`src/rtl/lsu_defs.sv`:
```
// Shared encodings for the load/store unit: access sizes and FSM states.
package lsu_defs;

    localparam logic [1:0] SZ_BYTE = 2'b00;
    localparam logic [1:0] SZ_HALF = 2'b01;
    localparam logic [1:0] SZ_WORD = 2'b10;
    localparam logic [1:0] SZ_ILL  = 2'b11;

    typedef enum logic [2:0] {
        ST_IDLE   = 3'd0,
        ST_LOAD   = 3'd1,
        ST_STORE  = 3'd2,
        ST_RMW_RD = 3'd3,
        ST_RMW_WR = 3'd4
    } lsu_state_t;

endpackage

```
`src/rtl/lsu_align.sv`:
```
// Combinational helpers: alignment/fault check on the incoming request,
// zero-extended load extraction and sub-word store merge on cache data.
module lsu_align
    import lsu_defs::*;
(
    input  logic [1:0]  chk_size,
    input  logic [1:0]  chk_addr_lo,
    input  logic [1:0]  size,
    input  logic [15:0] store_data,
    input  logic [31:0] rdata,
    output logic        fault,
    output logic [31:0] load_data,
    output logic [31:0] merged
);

    // Natural alignment check; size 11 is always illegal.
    always_comb begin
        fault = 1'b0;
        case (chk_size)
            SZ_BYTE: fault = 1'b0;
            SZ_HALF: fault = chk_addr_lo[0];
            SZ_WORD: fault = (chk_addr_lo != 2'b00);
            default: fault = 1'b1;
        endcase
    end

    // Cache returns the addressed byte in lane 0, so extraction is a mask.
    always_comb begin
        load_data = rdata;
        case (size)
            SZ_BYTE: load_data = {24'b0, rdata[7:0]};
            SZ_HALF: load_data = {16'b0, rdata[15:0]};
            default: load_data = rdata;
        endcase
    end

    // Replace the low lane(s) of the fetched word with the store data.
    always_comb begin
        merged = {rdata[31:8], store_data[7:0]};
        if (size == SZ_HALF) begin
            merged = {rdata[31:16], store_data[15:0]};
        end
    end

endmodule

```
`src/rtl/lsu.sv`:
```
// Load/store unit: request capture, alignment faults, loads with zero
// extension, and read-modify-write for byte/half stores into a word cache.
module lsu
    import lsu_defs::*;
(
    input  logic        clk_i,
    input  logic        rst_i,
    input  logic        req_valid_i,
    output logic        req_ready_o,
    input  logic        req_we_i,
    input  logic [1:0]  req_size_i,
    input  logic [31:0] req_addr_i,
    input  logic [31:0] req_data_i,
    input  logic [3:0]  req_rd_i,
    output logic        wb_valid_o,
    output logic [3:0]  wb_rd_o,
    output logic [31:0] wb_data_o,
    output logic        fault_o,
    output logic [31:0] dc_address_o,
    output logic [31:0] dc_data_o,
    output logic        dc_we_o,
    input  logic [31:0] dc_data_i,
    input  logic        dc_stall_i
);

    lsu_state_t  state, state_d;
    logic [31:0] addr_q;
    logic [31:0] data_q;
    logic [1:0]  size_q;
    logic [3:0]  rd_q;
    logic        ready_en;
    logic        wb_valid_q;
    logic [3:0]  wb_rd_q;
    logic [31:0] wb_data_q;
    logic        fault_q;

    logic        accept;
    logic        req_fault;
    logic [31:0] load_data;
    logic [31:0] merged;

    lsu_align u_align (
        .chk_size    (req_size_i),
        .chk_addr_lo (req_addr_i[1:0]),
        .size        (size_q),
        .store_data  (data_q[15:0]),
        .rdata       (dc_data_i),
        .fault       (req_fault),
        .load_data   (load_data),
        .merged      (merged)
    );

    assign req_ready_o  = (state == ST_IDLE) && ready_en;
    assign accept       = req_valid_i && req_ready_o;
    assign dc_address_o = addr_q;
    assign dc_data_o    = data_q;
    assign dc_we_o      = ((state == ST_STORE) || (state == ST_RMW_WR)) && rst_i;
    assign wb_valid_o   = wb_valid_q;
    assign wb_rd_o      = wb_rd_q;
    assign wb_data_o    = wb_data_q;
    assign fault_o      = fault_q;

    // State register.
    always_ff @(posedge clk_i) begin
        if (!rst_i) begin
            state <= ST_IDLE;
        end else begin
            state <= state_d;
        end
    end

    // Next-state logic; every non-idle state waits out cache stalls.
    always_comb begin
        state_d = state;
        case (state)
            ST_IDLE: begin
                if (accept && !req_fault) begin
                    if (!req_we_i) begin
                        state_d = ST_LOAD;
                    end else if (req_size_i == SZ_WORD) begin
                        state_d = ST_STORE;
                    end else begin
                        state_d = ST_RMW_RD;
                    end
                end
            end
            ST_LOAD, ST_STORE, ST_RMW_WR: begin
                if (!dc_stall_i) state_d = ST_IDLE;
            end
            ST_RMW_RD: begin
                if (!dc_stall_i) state_d = ST_RMW_WR;
            end
            default: state_d = ST_IDLE;
        endcase
    end

    // Request capture, merged-word capture and result/fault pulses.
    always_ff @(posedge clk_i) begin
        if (!rst_i) begin
            addr_q     <= '0;
            data_q     <= '0;
            size_q     <= '0;
            rd_q       <= '0;
            ready_en   <= 1'b0;
            wb_valid_q <= 1'b0;
            wb_rd_q    <= '0;
            wb_data_q  <= '0;
            fault_q    <= 1'b0;
        end else begin
            ready_en   <= 1'b1;
            wb_valid_q <= 1'b0;
            fault_q    <= 1'b0;
            if (accept) begin
                addr_q  <= req_addr_i;
                data_q  <= req_data_i;
                size_q  <= req_size_i;
                rd_q    <= req_rd_i;
                fault_q <= req_fault;
            end
            if ((state == ST_LOAD) && !dc_stall_i) begin
                wb_valid_q <= 1'b1;
                wb_rd_q    <= rd_q;
                wb_data_q  <= load_data;
            end
            if ((state == ST_RMW_RD) && !dc_stall_i) begin
                data_q <= merged;
            end
        end
    end

endmodule
```
`config.mk`:
```
export PLATFORM = sky130hd
export DESIGN_NAME = lsu
export DESIGN_NICKNAME = d
export VERILOG_FILES = /design/src/rtl/lsu_defs.sv /design/src/rtl/lsu_align.sv /design/src/rtl/lsu.sv
export SDC_FILE = /design/constraint.sdc
export NUM_CORES = 1
export LEC_CHECK = 0
export CAP_MARGIN = 20
export CORE_MARGIN = 4
export CORE_UTILIZATION = 30
export DETAILED_ROUTE_END_ITERATION = 8
export GPL_TIMING_DRIVEN = 0
export REMOVE_ABC_BUFFERS = 1
export SLEW_MARGIN = 0
export SYNTH_ARGS = -nofsm -noshare
export SYNTH_HDL_FRONTEND = slang
export SYNTH_SLANG_ARGS = --single-unit
export TNS_END_PERCENT = 5
```
`constraint.sdc`:
```
create_clock -name clk_i -period 3.48 [get_ports clk_i]
set_clock_uncertainty 0.05 [all_clocks]
set_input_delay 0.87 -clock clk_i [delete_from_list [all_inputs] [get_ports clk_i]]
set_output_delay 0.87 -clock clk_i [all_outputs]
set_load 0.02 [all_outputs]
```
==> run_results.csv <==
group,metric,value,unit
outcome,status,"completed",
grt,grt_overflow_total,0,
worst_setup_path,rrSetupSlack,1340,ps
placed_design,preCtsSetupSlack,-303.2,ps
drt,firstDrtPassIters,4,
synth,syn_avg_cell_area,8.867,sq um
worst_setup_path,crit_path_start,"state[0]$_SDFFE_PN0P_",
cts,clock_path_buffers,2,
min_path,hold_path_depth,2,
run,drv_cap,0,
layout,layout_common_cells,"clkdlybuf4s50_1, dfxtp_1, a21oi_1, nand3_1, o21ai_1",
cts,clock_sinks,112,
synth,yosys_register_bits,112,
drt,drt-total-wl,16130,um
timing,fmax,0.3005,GHz
worst_setup_path,crit_type,"flop to output pin",
power,static-leakage-power,2.329,nW
synth,synth_area,4487,sq um
timing,min_period_over_period,95.62,%
drt,drt-initial-drc-count,243,
synth,synthCells,506,
timing,setup_viol,0,
layout,final_common_cell,"clkdlybuf4s50_1",
die,initial_utilization,30.75,%
grt,grt_max_degree,72,
layout,final_layout_size_suffix_gt1_share,5.271,%
drt,vias,4632,
die,die-area,16980,sq um
cts,cts_tree,"built",
power,fin_total_pwr,2.883,mW
die,die_x,130.3,um
die,ios,211,
cts,cts.clk_slew.worst_paths,70,ps
placed_design,hpwl,10250,um
timing,slew_violations,0,
die,die-height,130.3,um
timing,hold_violations,0,
drt,ant_nets,0,
timing,worstMarginPinSlew,956.7,ps
cts,insertion_delay,350,ps
placed_design,portBuffers,210,
power,peakVddDrop,0.3238,mV
synth,ys_types,36,
layout,syn_to_final_growth,56.14,%
layout,n_antenna_cell,0,
die,num_rows,44,
drt,drc,0,
min_path,hold_class,"flop to flop",
drt,wl_per_cell,18.60,um
worst_setup_path,reg2reg_depth,3,
timing,hold_ws,400.7,ps
min_path,hp-start,"rd_q[2]$_SDFFE_PN0P_",
layout,fin_nets,786,
cts,htree_num_levels,3,
grt,grt_use_total,18.80,%
grt,grt_pass1_wl,25210,um
worst_setup_path,cp-start-kind,"flop",
layout,nFillCells,1394,
synth,yosysSeqAreaShare,49.97,%
power,power_density,411.6,nW/um^2
worst_setup_path,reg2reg_to,"rd_q[0]$_SDFFE_PN0P_",
worst_setup_path,crit_fanout,71,
grt,grt_pass1_vias,4808,
worst_setup_path,worstPathArrival,2410,ps
synth,yosysWarnings,0,
cts,cts-buffers-inserted,9,
layout,final_util,48.02,%
min_path,hold_path_end,"wb_rd_o[2]$_SDFFE_PN0P_",
timing,fin_crit,3328,ps
placed_design,gp_congestion,0.7396,
worst_setup_path,crit_required,2560,ps
worst_setup_path,worstSetupEndpointType,"output pin",
worst_setup_path,timing.rr.start,"state[0]$_SDFFE_PN0P_",
timing,rsz0062_at_grt,"no",
timing,setup_ws,152.4,ps
grt,grt_antenna_before_repair,0,
timing,slew_headroom,36.22,%
drt,viasPerCell,5.343,
cts,cts_root_buffer,"clkbuf_16",
die,fp.coreArea,14590,sq um
[metal layers]
layer	GRT usage, %	share of wire (%)	vias to the layer above	routed length (um)
met5	0	0	-	0
met4	6.540	2.4	0	384
met3	6.140	8.3	25	1336
met2	31.65	48	162	7718
met1	22.51	41	2224	6688
li1	-	-	2221	-
[critical path, cell delays in order (launching register included)]
cell and delay (ps):
dfxtp_1 440, or4b_4 680, inv_16 260, clkdlybuf4s50_1 660
[report_power, final]
part / switching [mW] / internal, mW
registers: 0.0304 / 1.33
clock network: 0.469 / 0.574
logic: 0.244 / 0.237
[how the worst max path moves through the flow]
stage / to / slack [ps] / cells past startpoint
after floorplan: dc_we_o / -650 / 2
after global placement: dc_data_o[12]$_SDFFE_PN0P_ / -3640 / 4
after detailed placement: dc_we_o / -300 / 4
after global routing: req_ready_o / 70 / 3
after CTS: dc_we_o / 7 / 4
final: req_ready_o / 150 / 3
[cells in the mapped netlist]
cell type,count,area [sq um]
nor4b_2,3,45.04
nor4_1,8,50.05
nand3b_1,9,67.56
buf_4,1,7.510
buf_2,5,25.02
xnor2_1,1,8.760
a21oi_1,83,415.4
a22o_1,16,140.1
o21ai_1,40,200.2
clkbuf_1,41,153.9
nand4bb_1,3,33.78
nor4b_1,6,52.55
buf_6,4,45.04
nor3b_1,1,7.510
o21a_1,1,7.510
a32oi_1,16,140.1
clkinv_1,2,7.510
nand3_1,54,270.3
a211oi_1,8,60.06
or4b_1,1,10.01
buf_1,6,22.52
dfxtp_1,112,2242
buf_8,1,15.01
nand2_1,32,120.1
o21ai_0,6,30.03
inv_1,8,30.03
inv_6,1,8.760
nor2_1,2,7.510
o22ai_1,1,6.260
nor3_1,3,15.01
a32o_1,2,20.02
or2_2,1,6.260
or4b_2,1,10.01
nor2b_1,2,12.51
o211ai_1,24,180.2
and4bb_2,1,12.51
[metrics by stage]
stage / instance area, sq um / std cells / TNS, ps
finish: 7005 / 867 / 0
global route: 7005 / 867 / 0
CTS: 7003 / 867 / 0
detailed placement: 6664 / 849 / -401.9
global placement: 6550 / 842 / -326560
floorplan: 4218 / 448 / -8612
[state kept, by name, summed over array words and instances (netlist names)]
| name | flops |
|---|---|
| state | 3 |
| ready_en | 1 |
| wb_rd_o | 4 |
| wb_valid_o | 1 |
| fault_o | 1 |
| rd_q | 4 |
| wb_data_o | 32 |
| dc_address_o | 32 |
| dc_data_o | 32 |
| size_q | 2 |
[logic make-up (layout without fill, tap and decap cells)]
family	Yosys count	after routing	share of synthesized area [%]
xor gates and xnor gates	1	1	0.1952
DFF	112	112	49.97
buffers and inverters	69	244	7.027
AOI/OAI and AO/OA	197	197	26.74
and+or+nand+nor	127	129	16.06
[timing repair]
item | 4_1_cts | 5_1_grt
setup endpoints to repair | 2 | 1
gates resized for setup | 5 | 1
gates cloned | 2 | 0
buffers inserted | 1 | 0
pin swaps | 1 | 0
hold buffers | 0 | 0
[layout make-up]
type / count / area [sq um] / area share [%]
Multi-Input combinational cell: 327 / 1964 / 28.04
Inverter: 11 / 71.32 / 1.018
Clock inverter: 3 / 42.54 / 0.6073
Sequential cell: 112 / 2242 / 32.01
Clock buffer: 12 / 246.5 / 3.518
Timing Repair Buffer: 218 / 2208 / 31.52
Tap cell: 184 / 230.2 / 3.286
No activity file was read; power rests on OpenSTA's default activity.
